`src/rtl/hit_detector.sv`:
```
// Whack-a-mole hit detector: synchronizes and debounces the hole buttons,
// then classifies each fresh press as a hit or a miss against the shown mole.
module hit_detector #(
   parameter int NUM_HOLES       = 9,
   parameter int DEBOUNCE_CYCLES = 4
) (
   input  logic                 clk,
   input  logic                 rst,
   input  logic                 enable,
   input  logic                 mole_valid,
   input  logic [3:0]           mole_pos,
   input  logic [NUM_HOLES-1:0] btn,
   output logic                 score_trigger,
   output logic                 mole_hit,
   output logic                 miss_pulse
);

   localparam int CW = $clog2(DEBOUNCE_CYCLES + 1);
   localparam logic [CW-1:0] CNT_LAST = CW'(DEBOUNCE_CYCLES - 1);
   localparam logic [4:0] HOLES = 5'(NUM_HOLES);

   typedef enum logic [1:0] {
      IDLE,
      ARMED,
      LOCKOUT
   } state_t;

   logic [NUM_HOLES-1:0] sync1;
   logic [NUM_HOLES-1:0] s;
   logic [NUM_HOLES-1:0] db;
   logic [NUM_HOLES-1:0] db_q;
   logic [CW-1:0]        cnt [NUM_HOLES];

   logic [NUM_HOLES-1:0] press;
   logic [NUM_HOLES-1:0] sel;
   logic                 mole_ok;
   logic                 hit;

   state_t state, state_n;
   logic   hit_n, miss_n;

   always_ff @(posedge clk) begin
      if (rst) begin
         sync1 <= '0;
         s     <= '0;
         db    <= '0;
         db_q  <= '0;
         for (int i = 0; i < NUM_HOLES; i++) cnt[i] <= '0;
      end else begin
         sync1 <= btn;
         s     <= sync1;
         db_q  <= db;
         // db flips on the DEBOUNCE_CYCLES-th consecutive disagreeing sample
         for (int i = 0; i < NUM_HOLES; i++) begin
            if (s[i] == db[i]) begin
               cnt[i] <= '0;
            end else if (cnt[i] == CNT_LAST) begin
               cnt[i] <= '0;
               db[i]  <= ~db[i];
            end else begin
               cnt[i] <= cnt[i] + 1'b1;
            end
         end
      end
   end

   assign press   = db & ~db_q;
   assign mole_ok = mole_valid && ({1'b0, mole_pos} < HOLES);

   always_comb begin
      sel = '0;
      for (int i = 0; i < NUM_HOLES; i++) begin
         if (mole_pos == i[3:0]) sel[i] = 1'b1;
      end
   end

   assign hit = mole_ok && (|(press & sel));

   always_comb begin
      state_n = state;
      hit_n   = 1'b0;
      miss_n  = 1'b0;
      if (!enable) begin
         state_n = IDLE;
      end else begin
         unique case (state)
            IDLE: state_n = (|db) ? LOCKOUT : ARMED;
            ARMED: begin
               if (|press) begin
                  state_n = LOCKOUT;
                  hit_n   = hit;
                  miss_n  = ~hit;
               end
            end
            LOCKOUT: if (db == '0) state_n = ARMED;
            default: state_n = IDLE;
         endcase
      end
   end

   always_ff @(posedge clk) begin
      if (rst) begin
         state         <= IDLE;
         score_trigger <= 1'b0;
         mole_hit      <= 1'b0;
         miss_pulse    <= 1'b0;
      end else begin
         state         <= state_n;
         score_trigger <= hit_n;
         mole_hit      <= hit_n;
         miss_pulse    <= miss_n;
      end
   end

endmodule

```
`config.mk`:
```
export PLATFORM = sky130hd
export DESIGN_NAME = hit_detector
export DESIGN_NICKNAME = d
export VERILOG_FILES = /design/src/rtl/hit_detector.sv
export SDC_FILE = /design/constraint.sdc
export NUM_CORES = 1
export LEC_CHECK = 0
export ABC_AREA = 0
export CELL_PAD_IN_SITES_DETAIL_PLACEMENT = 0
export CELL_PAD_IN_SITES_GLOBAL_PLACEMENT = 1
export CORE_MARGIN = 2
export CORE_UTILIZATION = 46
export CTS_CLUSTER_DIAMETER = 80
export DETAILED_ROUTE_END_ITERATION = 10
export GPL_ROUTABILITY_DRIVEN = 0
export MAX_ROUTING_LAYER = met4
export PLACE_DENSITY_LB_ADDON = 0.12
export SLEW_MARGIN = 30
export SYNTH_ARGS = -nofsm -noshare
export SYNTH_HDL_FRONTEND = slang
export SYNTH_SLANG_ARGS = --single-unit
```
`constraint.sdc`:
```
create_clock -name clk -period 2.25 [get_ports clk]
set_clock_uncertainty 0.1 [all_clocks]
set_input_delay 0.225 -clock clk [delete_from_list [all_inputs] [get_ports clk]]
set_output_delay 0.225 -clock clk [all_outputs]
set_load 0.01 [all_outputs]
```
# After elaboration in Yosys (flattened, before gate mapping)

Memories as Yosys holds them, arrays and structs flattened.
Index checks and enable logic that the tools add are counted.

Bits in registers: 40
Bits in writable memories: 27
Input port bits: 17
Output and inout port bits: 3
Logic and storage cells: 269
Memories kept: 1

Memories:

| memory | words | bits a word | read ports | clocked after memory_dff | wr ports | RTL line | RTL |
|---|---|---|---|---|---|---|---|
| cnt    | 9     | 3           | 9          | 0                        | 9        | 32       | `logic [CW-1:0] cnt [NUM_HOLES];` |

Add/sub/neg operators: 9
Magnitude comparators: 1
Equal/unequal tests: 30
Mux-type cells: 141
Bitwise logic cells: 52
Reductions and logical operators: 20

Operators by type and width:

| operator                                           | count |
|---|---|
| two-way mux 1 bit                                  | 110 |
| two-way mux 3 bit                                  | 27 |
| adder 3 x 1 -> 3 bit (second input constant)       | 9 |
| == test 3 x 2 -> 1 bit (second input constant)     | 9 |
| OR 1 bit                                           | 27 |
| OR reduction 9 bit                                 | 3 |
| NOT 1 bit                                          | 22 |
| AND reduction 2 bit                                | 10 |
| bitwise AND 9 bit                                  | 2 |
| == test 4 x 3 -> 1 bit (second input constant)     | 4 |
| == test 1 bit                                      | 9 |
| logical NOT 9 bit                                  | 1 |
| NOT 9 bit                                          | 1 |
| == test 4 x 2 -> 1 bit (second input constant)     | 2 |
| two-way mux 2 bit                                  | 3 |
| case mux 2 bit (3 select lines)                    | 1 |
| == test 4 x 1 -> 1 bit (second input constant)     | 1 |
| == test 4 bit (second input constant)              | 1 |
| logical NOT 4 bit                                  | 1 |
| less-than comparator 4 bit (second input constant) | 1 |
| != test 2 bit (second input constant)              | 2 |
| OR reduction 4 bit                                 | 1 |
| == test 2 x 1 -> 1 bit (second input constant)     | 1 |
| == test 2 bit (second input constant)              | 1 |
| 3 further kinds                                    | 4 |

# Depth between registers and ports, before layout

Gate-level depths: netlist of the first run.

Depth after elaboration: 7
Depth in mapped cells: 4
Mapped depth without buffers: 4

# Least setup slack after synthesis of the first run

No wires, ideal clock.

Path type: reg-to-reg
From: register db[5]
To: register miss_pulse
Setup time: 0.116 ns
Data arrival time: 1.377 ns
Data required time: 2.034 ns
Path slack: 0.658 ns
Stages on the path, launching flop included: 5
Path buffers: 0
Cell sequence: dfxtp_1 > or4bb_1 > a311oi_1 > o41ai_1 > and3b_1

Word-level cells in the longest chain between the ends: 5
Elaborated cells between the ends (all ways): 8
Those cells by class: 4 x bitwise; 4 x reduce/logical

Ends and longest elaborated chain:

| element                           | RTL line | RTL |
|---|---|---|
| from (decl)                       | 30       | `logic [NUM_HOLES-1:0] db;` |
| from (signal, indexed assignment) | 59       | `db[i] <= ~db[i];` |
| bitwise AND 9 bit *               | 67       | `assign press = db & ~db_q;` |
| bitwise AND 9 bit                 | 77       | `assign hit = mole_ok && (\|(press & sel));` |
| OR reduction 9 bit                | 77       |  |
| logical AND 1 bit                 | 77       |  |
| NOT 1 bit                         | 92       | `miss_n = ~hit;` |
| to (signal assigned)              | 111      | `miss_pulse <= miss_n;` |
| to (decl)                         | 15       | `output logic miss_pulse` |

Mark *: on every way between the ends. The rest lies on a longest branch, timed or not.
A chain may end at the register's enable or synchronous reset.

# Worst setup path in the final report of the first run

From: input mole_pos[0]
To: register miss_pulse

Word-level cells in the longest chain between the ends: 6
Elaborated cells between the ends (all ways): 24
Those cells by class: 1 x order compare; 8 x eq/ne; 9 x mux; 2 x bitwise; 4 x reduce/logical

Ends and longest elaborated chain:

| element                                        | RTL line | RTL |
|---|---|---|
| from (decl)                                    | 11       | `input logic [3:0] mole_pos,` |
| == test 4 x 1 -> 1 bit (tied with other cells) | 73       | `if (mole_pos == i[3:0]) sel[i] = 1'b1;` |
| two-way mux 1 bit                              | 73       |  |
| bitwise AND 9 bit                              | 77       |  |
| OR reduction 9 bit                             | 77       |  |
| logical AND 1 bit *                            | 77       |  |
| NOT 1 bit *                                    | 92       |  |

Marked as above.

==> results of run 1 <==
[worst reg2reg max path, cell delays in order (launching register included)]
cell and delay [ns]:
dfxtp_1 0.34, or4bb_1 0.49, a311oi_1 0.29, o41ai_1 0.14, and3b_1 0.19
[final timing paths]
path         depth (start not counted)  slack (ns)    endpoint
max                                  5        0.47  miss_pulse
min                                  1        0.33        s[0]
max reg2reg                          4        0.60  miss_pulse
min reg2reg                          1        0.33        s[0]
[power by group through the flow]
stage,Combinational (mW),Clock [mW],Sequential [mW]
2_1_floorplan,0.0769,0,1.34
3_3_place_gp,0.127,0,1.35
3_5_place_dp,0.128,0,1.35
4_1_cts,0.129,0.933,1.32
5_1_grt,0.147,0.978,1.32
6_report,0.128,0.897,1.32
[metal layers]
metal / routed length, um / up-vias
li1: - / 894
met1: 1850 / 771
met2: 1660 / 26
met3: 176 / 11
met4: 108 / 0
met5: 0 / -
[kinds of logic after synthesis]
kind of cell / Yosys count
fa+ha+maj: 18
other cells: 1
compound gates: 12
mux: 9
simple gates: 95
flops: 67
buf+inv: 30
xor+xnor: 9
[cell type report]
type | instances | area, um2
fill | 537 | 2500
sequential | 67 | 1610
multi-input combinational | 170 | 1100
timing repair buffer | 24 | 240
clock buffer | 14 | 173
tap | 75 | 93.8
inverter | 24 | 90.1
clock inverter | 2 | 10.0
[cell usage after synthesis (all sizes together)]
| library cell | n | area share [%] |
|---|---|---|
| a211oi | 1 | 0.28 |
| inv | 24 | 3.3 |
| or4b | 1 | 0.37 |
| and3b | 1 | 0.32 |
| a311oi | 1 | 0.32 |
| o21ai | 1 | 0.18 |
| clkbuf | 5 | 0.69 |
| or3 | 9 | 2.1 |
| nor4bb | 2 | 0.73 |
| or2b | 2 | 0.55 |
| nor2b | 22 | 5.0 |
| nand2 | 2 | 0.28 |
| a31oi | 1 | 0.23 |
| o22ai | 1 | 0.23 |
| nand3b | 3 | 0.83 |
| xnor2 | 9 | 2.9 |
| o31ai | 1 | 0.28 |
| nor3 | 1 | 0.18 |
| buf | 1 | 0.28 |
| nor2 | 42 | 5.8 |
| a21boi | 1 | 0.28 |
| o2111ai | 1 | 0.32 |
| edfxtp | 27 | 30 |
| o41ai | 2 | 0.64 |
| conb | 1 | 0.14 |
| nor4 | 3 | 0.69 |
| nor3b | 1 | 0.28 |
| a21oi | 1 | 0.18 |
| mux2i | 9 | 3.3 |
| nand2b | 3 | 0.69 |
| dfxtp | 40 | 29 |
| o221ai | 1 | 0.32 |
| or3b | 2 | 0.64 |
| ha | 18 | 8.3 |
| or4bb | 1 | 0.41 |
[metrics by stage]
stage | power, mW | hold WS (ns)
final | 2.34 | 0.334
after global routing | 2.45 | 0.334
after CTS | 2.38 | 0.330
after detailed placement | 1.47 | 0.321
after global placement | 1.47 | 0.318
after floorplan | 1.42 | 0.253
[state kept, by name (all words and copies together) (netlist names)]
register and count:
cnt 27, db 9, db_q 9, s 9, sync1 9, state 2
miss_pulse 1, mole_hit 1
[placed cells by master (no fill, tap or decap), types with 2 or more instances in the layout]
cell type and instances:
clkinv_2 2, nor4bb_1 2, or3_1 9, buf_4 4, nor4_1 3, edfxtp_1 27
mux2i_1 9, clkbuf_1 2, nand3b_1 3, ha_1 18, o41ai_1 2, clkdlybuf4s50_1 19
xnor2_1 9, conb_1 27, or3b_2 2, dfxtp_1 40, inv_1 24, nor2_1 42
or2b_1 2, nor2b_1 22, nand2b_1 3, clkbuf_8 12, nand2_1 2
==> flow_metrics.env, run 1 <==
export IMPL_post_route_cell_area_um2=3320
export IMPL_period_minus_slack_ns=1.78
export IMPL_finalCritPeriodShare_pct=79.2
export IMPL_p_leak_nw=1.36
export IMPL_grt_pass1_vias=1523
export IMPL_clock_root_buffer="clkbuf_8"
export IMPL_slowest_stage="or4b_1"
export IMPL_p_per_area_nw_per_um2=706
export IMPL_seq_power_share_pct=56.3
export IMPL_fmax_mhz=561
export IMPL_synth_cell_types=35
export IMPL_dp_cells=360
export IMPL_peakVddDrop_uv=384
export IMPL_hp_class="reg -> reg"
export IMPL_hpwl_mm=2.67
export IMPL_grt_use_met1_pct=16.4
export IMPL_hold_viol=0
export IMPL_die_area_um2=6560
export IMPL_hold_buffers=0
export IMPL_clkLatencyLatePin_ns=0.33
export IMPL_path_cells="clkdlybuf4s50_1, or4b_1, a311oi_1, o41ai_1, and3b_1"
export IMPL_grt_start_max_net_pins=49
export IMPL_htree_levels=3
export IMPL_diodes=0
export IMPL_io_pins=20
export IMPL_start_util_pct=46.9
export IMPL_hold_start="sync1[0]"
export IMPL_num_rows=28
export IMPL_cp_max_fo=7
export IMPL_synth_top_family_by_area="simple AND/OR/NAND/NOR gates"
export IMPL_final_util_pct=57.0
export IMPL_cts_sinks=67
export IMPL_cts_tree="yes"
export IMPL_syn_area_per_cell_um2=11.3
export IMPL_vias_per_cell=4.53
export IMPL_wire_per_inst_um=10.1
export IMPL_drc_errors=0
export IMPL_finalSetupViolCount=0
export IMPL_crit_type="in -> reg"
export IMPL_cts_buffers=9
export IMPL_max_cap_violations=0
export IMPL_finalWorstSetupSlack_ns=0.468
export IMPL_r2r_start="db[5]"
export IMPL_wl_mm=3.80
export IMPL_drive_gt1_share_pct=6.98
export IMPL_top_usage_layer="met2"
export IMPL_ant_nets=0
export IMPL_path_clk_slew_ns=0.07
export IMPL_synthSimpleGateAreaFrac_pct=18.8
export IMPL_portBuffers=19
export IMPL_grt_pass1_wl_mm=6.46
export IMPL_initialDrtViolationCount=84
export IMPL_syn_inst=241
export IMPL_setup_tns_final_ns=0
export IMPL_clock_path_buffers=2
export IMPL_drtPass1Iterations=4
export IMPL_netlist_area_um2=2730
export IMPL_use_met3_pct=3.78
export IMPL_cp_num_buf_inv=1
export IMPL_rsz0062_at_grt="false"
export IMPL_switching_power_mw=0.484
export IMPL_nets=331
export IMPL_core_area_um2=5820
export IMPL_maxSlewViolCount=0
export IMPL_synthXorXnorAreaFrac_pct=2.89
export IMPL_p_clk_share_pct=38.3
export IMPL_status="finished clean"
export IMPL_cts_resized=0
export IMPL_swShare_pct=20.6
export IMPL_dieHeight_um=81.0
export IMPL_synth_seq_cells=67
export IMPL_grt_ovfl_total=0
export IMPL_postCtsSetupBuffers=0
export IMPL_die_w_um=81.0
export IMPL_areaGrowthSynthToFinish_pct=21.5
export IMPL_crit_start="mole_pos[0]"
export IMPL_track_usage_pct=13.6
export IMPL_stdcell_count=376
export IMPL_synthMuxAreaShare_pct=3.30
export IMPL_yosysSeqAreaShare_pct=59.1
export IMPL_startpoint_type="primary input"
export IMPL_synth_compound_area_share_pct=3.26
export IMPL_required_ns=2.38
export IMPL_postPlaceCellArea_um2=3130
export IMPL_gr_usage_met2_pct=19.9
export IMPL_combPwrFrac_pct=5.4
export IMPL_p_int_mw=1.86
export IMPL_synthAdderAreaFrac_pct=8.25
export IMPL_crit_family="simple AND/OR/NAND/NOR gates"
export IMPL_post_place_ws_ns=0.155
export IMPL_arrival_ns=1.91
export IMPL_vias=1702
export IMPL_slowest_delay_ns=0.56
export IMPL_end_kind="flip-flop"
export IMPL_yosysWarningCount=0
export IMPL_antenna_found_initial=0
No activity file was read; power rests on OpenSTA's default activity.
==> run 2, diff against run 1 <==
==> constraint.sdc (replaced) <==
create_clock -name clk -period 1.8 [get_ports clk]
set_clock_uncertainty 0.1 [all_clocks]
set_input_delay 0.18 -clock clk [delete_from_list [all_inputs] [get_ports clk]]
set_output_delay 0.18 -clock clk [all_outputs]
set_load 0.01 [all_outputs]
==> run 2 against run 1 <==
Register-to-register slack worse by 0.44 ns. Clock power is 45% higher. Global-route usage is 1.2 points higher. Cell count is 1.3% higher. Sequential power is 25% higher. Cell area is 2.0% higher. Power is 33% higher. Utilization is 1.2 points higher. Setup slack worse by 0.31 ns. Clock-buffer cell count is 2 lower. Flip-flop and latch count stayed put. Via count is 1.4% lower. Largest cell class unchanged.
==> flow_metrics.env, run 2 (same netlist as run 1, synthesis figures left out) <==
export IMPL_startpoint_type="flip-flop"
export IMPL_period_minus_slack_ns=1.64
export IMPL_core_area_um2=5820
export IMPL_clock_root_buffer="clkbuf_8"
export IMPL_final_common_cell="nor2_1"
export IMPL_peakVddDrop_uv=500
export IMPL_holdWs_ns=0.289
export IMPL_clkLatencyLatePin_ns=0.34
export IMPL_maxSlewViolCount=0
export IMPL_grt_pass1_wl_mm=6.93
export IMPL_vias_per_cell=4.41
export IMPL_arrival_ns=1.78
export IMPL_start_util_pct=46.9
export IMPL_num_rows=28
export IMPL_regMostFlops="cnt"
export IMPL_wl_met2_mm=1.64
export IMPL_max_cap_violations=0
export IMPL_largest_reg_flops=27
export IMPL_swShare_pct=20.5
export IMPL_p_int_mw=2.48
export IMPL_finalSetupViolCount=0
export IMPL_wl_mm=3.93
export IMPL_cts_buffers=9
export IMPL_die_w_um=81.0
export IMPL_hold_viol=0
export IMPL_combPwrFrac_pct=5.4
export IMPL_areaGrowthSynthToFinish_pct=24.0
export IMPL_end_kind="flip-flop"
export IMPL_drc_errors=0
export IMPL_portBuffers=19
export IMPL_final_cell_mix="nor2_1 (42), dfxtp_1 (40), edfxtp_1 (27), conb_1 (27), inv_1 (24)"
export IMPL_cp_max_fo=5
export IMPL_grt_start_max_net_pins=24
export IMPL_drive_gt1_share_pct=8.50
export IMPL_rsz0062_at_grt="false"
export IMPL_fmax_mhz=610
export IMPL_status="finished clean"
export IMPL_ant_nets=0
export IMPL_p_per_area_nw_per_um2=920
export IMPL_m1WireLength_mm=2.02
export IMPL_vias=1679
export IMPL_antenna_found_initial=0
export IMPL_r2r_slack_ns=0.16
export IMPL_cts_resized=0
export IMPL_cts_tree="yes"
export IMPL_diodes=0
export IMPL_hp_class="in -> reg"
export IMPL_p_leak_nw=1.39
export IMPL_io_pins=20
export IMPL_clock_path_buffers=2
export IMPL_grt_ovfl_total=0
export IMPL_initialDrtViolationCount=62
export IMPL_p_total_mw=3.12
export IMPL_final_util_pct=58.2
export IMPL_hpwl_mm=2.86
export IMPL_dieHeight_um=81.0
export IMPL_cts_sinks=67
export IMPL_crit_type="reg -> reg"
export IMPL_dr_wl_met3_um=203
export IMPL_post_place_ws_ns=-0.160
export IMPL_hold_buffers=0
export IMPL_switching_power_mw=0.640
export IMPL_postCtsSetupBuffers=0
export IMPL_htree_levels=3
export IMPL_wire_per_inst_um=10.3
export IMPL_track_usage_pct=14.7
export IMPL_drtPass1Iterations=3
export IMPL_nets=336
export IMPL_finalCritPeriodShare_pct=91.1
export IMPL_required_ns=1.94
export IMPL_seq_power_share_pct=52.9
export IMPL_grt_pass1_vias=1661
export IMPL_top_layer_used="met4"
export IMPL_path_clk_slew_ns=0.07
export IMPL_p_clk_share_pct=41.7
export IMPL_finalWorstSetupSlack_ns=0.160
export IMPL_setup_tns_final_ns=0
export IMPL_die_area_um2=6560
run 2: layout make-up:
class,instances,area [um2]
Fill cell,545,2430
Inverter,24,90.1
Clock inverter,4,46.3
Sequential cell,67,1610
Clock buffer,12,166
Tap cell,75,93.8
Timing Repair Buffer,29,278
Multi-Input combinational cell,170,1100
run 2: routing by layer:
| metal | global-route usage, % | vias to the layer above |
|---|---|---|
| met5 | - | - |
| met4 | 7.63 | 0 |
| met3 | 5.56 | 6 |
| met2 | 21.7 | 23 |
| met1 | 17.7 | 743 |
| li1 | - | 907 |
run 2: final timing paths:
path,cells after the start,end,from
min reg2reg,1,s[5],sync1[5]
max,5,miss_pulse,db[5]
min,2,sync1[4],btn[4]
max reg2reg,5,miss_pulse,db[5]
run 2: power groups by stage:
stage                     combinational, mW  clock (mW)  sequential (mW)
after floorplan                      0.0961           0             1.68
after global placement                0.166           0             1.68
after detailed placement              0.168           0             1.68
after CTS                             0.169        1.35             1.65
after global routing                  0.193        1.41             1.65
final                                 0.167        1.30             1.65
run 2: through the flow:
step | instance area, um2 | cells
2_1_floorplan | 2830 | 267
3_3_place_gp | 3170 | 365
3_5_place_dp | 3170 | 365
4_1_cts | 3380 | 381
5_1_grt | 3380 | 381
6_report | 3380 | 381
run 2: critical path, stage by stage, from the launching register on:
cell and delay [ns]:
dfxtp_1 0.33, buf_4 0.15, or2b_1 0.15, o2111ai_1 0.13, o31ai_1 0.45, and3b_1 0.23
